`config.mk`:
```
export PLATFORM = sky130hd
export DESIGN_NAME = mem_access_ctrl
export DESIGN_NICKNAME = d
export VERILOG_FILES = /design/src/rtl/mem_access_ctrl.sv
export SDC_FILE = /design/constraint.sdc
export NUM_CORES = 1
export LEC_CHECK = 0
export ABC_AREA = 1
export CAP_MARGIN = 20
export CORE_MARGIN = 2
export CORE_UTILIZATION = 30
export DETAILED_ROUTE_END_ITERATION = 8
export SLEW_MARGIN = 0
export SYNTH_ARGS = -nofsm -noshare
export SYNTH_HDL_FRONTEND = slang
export SYNTH_SLANG_ARGS = --single-unit
```
`constraint.sdc`:
```
create_clock -name clk -period 1.5 [get_ports clk]
set_input_delay 0.3 -clock clk [delete_from_list [all_inputs] [get_ports clk]]
set_output_delay 0.3 -clock clk [all_outputs]
set_load 0.01 [all_outputs]
```
`src/rtl/mem_access_ctrl.sv`:
```
// Memory-stage access sequencer for the RV32I pipeline: drives a req/ack data bus,
// freezes the pipeline while an access is outstanding, and builds strobes, lane data and extended load data.
module mem_access_ctrl #(
    parameter int DATA_WIDTH = 32,
    parameter int TIMEOUT    = 15
) (
    input  logic                  clk,
    input  logic                  rst_n,
    input  logic                  MemReadM,
    input  logic                  MemWriteM,
    input  logic [2:0]            Funct3M,
    input  logic [DATA_WIDTH-1:0] ALUResultM,
    input  logic [DATA_WIDTH-1:0] WriteDataM,
    input  logic                  ErrClr,
    output logic                  StallM,
    output logic                  KillW,
    output logic [DATA_WIDTH-1:0] DMRd,
    output logic                  MemErr,
    output logic                  mem_req,
    output logic                  mem_we,
    output logic [DATA_WIDTH-1:0] mem_addr,
    output logic [DATA_WIDTH-1:0] mem_wdata,
    output logic [3:0]            mem_wstrb,
    input  logic                  mem_ack,
    input  logic [DATA_WIDTH-1:0] mem_rdata
);

    localparam int CW = (TIMEOUT > 1) ? $clog2(TIMEOUT) : 1;
    localparam logic [CW-1:0] CNT_LAST = CW'(TIMEOUT - 1);

    typedef enum logic [1:0] {
        IDLE = 2'd0,
        REQ  = 2'd1,
        DONE = 2'd2
    } state_t;

    state_t        state_r;
    state_t        state_n_s;
    logic [CW-1:0] cnt_r;
    logic [2:0]    f3_r;
    logic [1:0]    alo_r;
    logic          kill_r;
    logic          access_s;
    logic          illegal_s;
    logic          start_s;
    logic          fault_s;
    logic          ack_s;
    logic          tmo_s;

    function automatic logic [3:0] lane_strb(input logic [2:0] f3, input logic [1:0] a);
        case (f3[1:0])
            2'b00:   lane_strb = 4'b0001 << a;
            2'b01:   lane_strb = 4'b0011 << {a[1], 1'b0};
            2'b10:   lane_strb = 4'b1111;
            default: lane_strb = 4'b0000;
        endcase
    endfunction

    function automatic logic [31:0] lane_wdata(input logic [2:0] f3, input logic [31:0] d);
        case (f3[1:0])
            2'b00:   lane_wdata = {4{d[7:0]}};
            2'b01:   lane_wdata = {2{d[15:0]}};
            default: lane_wdata = d;
        endcase
    endfunction

    function automatic logic [31:0] load_extend(input logic [2:0] f3, input logic [1:0] a,
                                                 input logic [31:0] w);
        logic [7:0]  b;
        logic [15:0] h;
        case (a)
            2'b00:   b = w[7:0];
            2'b01:   b = w[15:8];
            2'b10:   b = w[23:16];
            default: b = w[31:24];
        endcase
        h = a[1] ? w[31:16] : w[15:0];
        case (f3)
            3'b000:  load_extend = {{24{b[7]}}, b};
            3'b001:  load_extend = {{16{h[15]}}, h};
            3'b100:  load_extend = {24'h000000, b};
            3'b101:  load_extend = {16'h0000, h};
            default: load_extend = w;
        endcase
    endfunction

    assign access_s = MemReadM | MemWriteM;

    // Classify the M-stage access as illegal: conflicting strobes, bad size code or misalignment.
    always_comb begin
        illegal_s = 1'b0;
        if (MemReadM && MemWriteM) begin
            illegal_s = 1'b1;
        end else if (MemWriteM && Funct3M[2]) begin
            illegal_s = 1'b1;
        end else begin
            case (Funct3M)
                3'b000, 3'b100: illegal_s = 1'b0;
                3'b001, 3'b101: illegal_s = ALUResultM[0];
                3'b010:         illegal_s = (ALUResultM[1:0] != 2'b00);
                default:        illegal_s = 1'b1;
            endcase
        end
    end

    // Next-state, stall and per-cycle event strobes.
    always_comb begin
        state_n_s = state_r;
        StallM    = 1'b0;
        start_s   = 1'b0;
        fault_s   = 1'b0;
        ack_s     = 1'b0;
        tmo_s     = 1'b0;
        case (state_r)
            IDLE: begin
                if (access_s) begin
                    StallM = 1'b1;
                    if (illegal_s) begin
                        fault_s   = 1'b1;
                        state_n_s = DONE;
                    end else begin
                        start_s   = 1'b1;
                        state_n_s = REQ;
                    end
                end else begin
                    state_n_s = IDLE;
                end
            end
            REQ: begin
                StallM = 1'b1;
                // An ack in the last allowed cycle still completes the access normally.
                if (mem_ack) begin
                    ack_s     = 1'b1;
                    state_n_s = DONE;
                end else if (cnt_r == CNT_LAST) begin
                    tmo_s     = 1'b1;
                    state_n_s = DONE;
                end else begin
                    state_n_s = REQ;
                end
            end
            DONE: begin
                state_n_s = IDLE;
            end
            default: begin
                state_n_s = IDLE;
            end
        endcase
    end

    assign KillW = (state_r == DONE) & kill_r;

    // State register and ack-wait counter.
    always_ff @(posedge clk or negedge rst_n) begin
        if (!rst_n) begin
            state_r <= IDLE;
            cnt_r   <= '0;
        end else begin
            state_r <= state_n_s;
            if (start_s) begin
                cnt_r <= '0;
            end else if (state_r == REQ && !ack_s && !tmo_s) begin
                cnt_r <= cnt_r + {{(CW-1){1'b0}}, 1'b1};
            end else begin
                cnt_r <= cnt_r;
            end
        end
    end

    // Bus-side registers, loaded at access start and held stable until the access ends.
    always_ff @(posedge clk or negedge rst_n) begin
        if (!rst_n) begin
            mem_req   <= 1'b0;
            mem_we    <= 1'b0;
            mem_addr  <= '0;
            mem_wdata <= '0;
            mem_wstrb <= 4'b0000;
            f3_r      <= 3'b000;
            alo_r     <= 2'b00;
        end else if (start_s) begin
            mem_req   <= 1'b1;
            mem_we    <= MemWriteM;
            mem_addr  <= {ALUResultM[DATA_WIDTH-1:2], 2'b00};
            mem_wdata <= MemWriteM ? lane_wdata(Funct3M, WriteDataM) : 32'h0000_0000;
            mem_wstrb <= MemWriteM ? lane_strb(Funct3M, ALUResultM[1:0]) : 4'b0000;
            f3_r      <= Funct3M;
            alo_r     <= ALUResultM[1:0];
        end else if (ack_s || tmo_s) begin
            mem_req   <= 1'b0;
        end else begin
            mem_req   <= mem_req;
        end
    end

    // Load data for the W stage; a timed-out access returns zero.
    always_ff @(posedge clk or negedge rst_n) begin
        if (!rst_n) begin
            DMRd <= '0;
        end else if (ack_s && !mem_we) begin
            DMRd <= load_extend(f3_r, alo_r, mem_rdata);
        end else if (tmo_s) begin
            DMRd <= '0;
        end else begin
            DMRd <= DMRd;
        end
    end

    // Kill flag for the faulting writeback and the sticky error flag (set beats clear).
    always_ff @(posedge clk or negedge rst_n) begin
        if (!rst_n) begin
            kill_r <= 1'b0;
            MemErr <= 1'b0;
        end else begin
            if (fault_s || tmo_s) begin
                kill_r <= 1'b1;
            end else if (state_r == DONE) begin
                kill_r <= 1'b0;
            end else begin
                kill_r <= kill_r;
            end
            if (fault_s || tmo_s) begin
                MemErr <= 1'b1;
            end else if (ErrClr) begin
                MemErr <= 1'b0;
            end else begin
                MemErr <= MemErr;
            end
        end
    end

endmodule

```
==> impl_metrics.tcl <==
set metrics [dict create \
    dieWidth_um 140 \
    setup_violations 0 \
    dp.cells 1178 \
    cts-buffers-inserted 17 \
    synth_edf_count 0 \
    status "completed" \
    gp_congestion 0.816 \
    yosysTopAreaCellShare 0.512 \
    routed_wl_mm 17.9 \
    internal_power_mw 10.0 \
    hold_class "primary input to async pin" \
    die_height_um 140 \
    regArea_um2 2830 \
    arrival_ns 1.17 \
    place_hpwl_mm 13.0 \
    num_rows 49 \
    synthArstFlopShare 1.00 \
    port_buffers 207 \
    start_kind "register" \
    syn_to_final_growth_pct 59.8 \
    fin_crit_sh 0.980 \
    reg2reg_depth 9 \
    p_comb_frac 0.404 \
    synth_area_per_cell_um2 7.55 \
    clkLatencyLatePin_ns 0.41 \
    period_needed_ns 1.47 \
    clock-sinks 113 \
    ys_warn_count 0 \
    grt_max_degree 40 \
    ios 210 \
    fp.dieArea_um2 19500 \
    initial_utilization 0.306 \
    drv_slew 0 \
    htree_num_levels 4 \
    cts_tree "yes" \
    max_stage_delay_ns 0.41 \
    post-place-ws_ns -0.502 \
    max-cap-violations 0 \
    p_total_mw 15.7 \
    pwr-share-seq 0.329 \
    drc 0 \
    grt_overflow 0 \
    yosysUniqueCellTypes 26 \
    dr.pass1.iters 4 \
    grt_usage 0.186 \
    timing.final.ws_setup_ns 0.0306 \
    switching_power_mw 5.73 \
    drive_above_1_share 0.112 \
    fin_nets 1081 \
    power_density_nw_per_um2 1790 \
    cp.depth 4 \
    synth_ff_type "dfrtp_1" \
    p_sw_frac 0.364 \
    clock_path_buffers 2 \
    vias 5494 \
    yosysMostFrequentCell "nand2_1" \
    cp_cell_sequence "inv_2 -> nand2_1 -> o21ai_1 -> buf_2" \
    end_kind "output pin" \
    critPathKind "register to output pin" \
    grt_pass1_wl_mm 28.4 \
    clockRootBuffer "clkbuf_16" \
    synth_area_leaders "dfrtp_1, nand2_1, o21ai_0" \
    ys_seq_area_frac 0.512 \
    postRouteAntennaNets 0 \
    clk_pin_slew_ns 0.05 \
    avgViaCountPerCell 4.51 \
    drtIter0Drc 220 \
    crit_buf_inv 2 \
    hold_viol_final 0 \
    max_freq_mhz 681 \
    synth.cells.most_frequent "nand2_1, dfrtp_1, o21ai_0" \
    syn_area_um2 5520 \
    nFillCells 1819 \
    p_clk_frac 0.267 \
    crit_family "flip-flops" \
    crit_fanout 3 \
    yosys.area.top_type "dfrtp_1" \
    required_ns 1.20 \
    cp_slowest_cell "dfrtp_1" \
    grt_pass1_vias 5400 \
    grt_antenna_before_repair 3 \
    ys_ff_latch 113 \
    peakVddDrop_mv 0.897 \
    p_leak_nw 4.69 \
    stdcell_count 1218 \
    core_um2 18000 \
    worst_clock_skew_ns 0.00613 \
    synthCells 731 \
    grt_setup_unrepaired "true" \
    multi_input_area_um2 2320 \
    drt-wirelength-per-cell_um 14.7 \
]
-- through the flow --
stage	setup TNS [ns]	area [um^2]	utilization	hold WS, ns
finish	0	8820	0.489	0.329
CTS	-2.47	8690	0.482	0.342
global route	-0.231	8810	0.489	0.359
global placement	-46.39	8150	0.452	0.196
floorplan	0	5520	-	0.00441
detailed placement	-41.02	8150	0.452	0.197
-- worst reg2reg max path: cells and delay by family (launching register included) --
family / cells / cell delay [ns]
buffers and inverters: 3 / 0.37
DFF: 1 / 0.41
and+or+nand+nor: 6 / 0.54
-- worst paths after layout --
kind / from / end / slack, ns
min in group clk: Funct3M[2] / f3_r[2] / 0.36
hold / removal: rst_n / DMRd[13] / 0.33
setup / recovery: state_r[1] / StallM / 0.03
max in group asynchronous: rst_n / mem_wdata[30] / 0.66
hold reg to reg: DMRd[17] / DMRd[17] / 0.46
setup reg to reg: state_r[1] / DMRd[10] / 0.06
-- flip-flops by register name (all words and copies together), names as in the netlist --
| signal | count |
|---|---|
| alo_r | 2 |
| f3_r | 3 |
| mem_wstrb | 4 |
| mem_we | 1 |
| mem_addr | 30 |
| state_r | 2 |
| mem_req | 1 |
| kill_r | 1 |
| DMRd | 32 |
| mem_wdata | 32 |
| MemErr | 1 |
| cnt_r | 4 |
-- cells in the final DEF, fill, tap and decap left out, types with 3 or more instances in the layout --
cell type and instances:
buf_12 9, o21ai_0 56, inv_1 44, dlygate4sd2_1 100
nor2_4 4, buf_4 43, nand2_1 319, clkbuf_16 19
clkinvlp_4 4, o2111ai_1 9, nand4_1 3, o211ai_1 15
dlymetal6s2s_1 6, dfrtp_1 112, inv_2 7, o21ai_1 8
nand3_1 22, a21oi_1 22, bufinv_16 3, clkdlybuf4s50_1 97
nor2_1 55
-- per-layer routing --
layer / part of all wire / vias to the layer above / wire length, um / global-route usage
met1: 0.44 / 2481 / 7830 / 0.238
met5: 0.00072 / - / 13 / 0
li1: - / 2803 / - / -
met2: 0.44 / 189 / 7940 / 0.286
met3: 0.11 / 19 / 1960 / 0.0871
met4: 0.011 / 2 / 193 / 0.0442
-- area by class of cell --
class                   instances  area share
diodes                          2    0.000568
clock buffers                  20      0.0518
clock inverters                12      0.0177
inverters                      51      0.0217
multi-input cells             527       0.263
flip-flops and latches        113       0.321
well taps                     229      0.0325
repair buffers                264       0.292
-- kinds of logic after synthesis --
| group | share of synthesized area |
|---|---|
| flops | 0.512 |
| compound gates | 0.114 |
| fa+ha+maj | 0.00453 |
| simple gates | 0.292 |
| other cells | 0.000680 |
| buf+inv | 0.0764 |
-- power by group through the flow --
stage	Combinational [mW]	Sequential, mW	Clock [mW]
finish	6.36	5.18	4.20
global route	7.13	5.39	4.43
floorplan	2.58	5.71	0
global placement	7.09	5.26	0
detailed placement	7.14	5.23	0
CTS	6.34	5.19	4.29
-- what timing repair did --
action / in CTS / in global routing
resized for setup: 112 / 28
hold buffers: 1 / 0
pin swaps: 0 / 5
endpoints found under the hold margin: 13 / 0
cloned: 1 / 2
setup endpoints to repair: 150 / 99
setup buffers: 0 / 3
(Power assumes the default switching activity.)
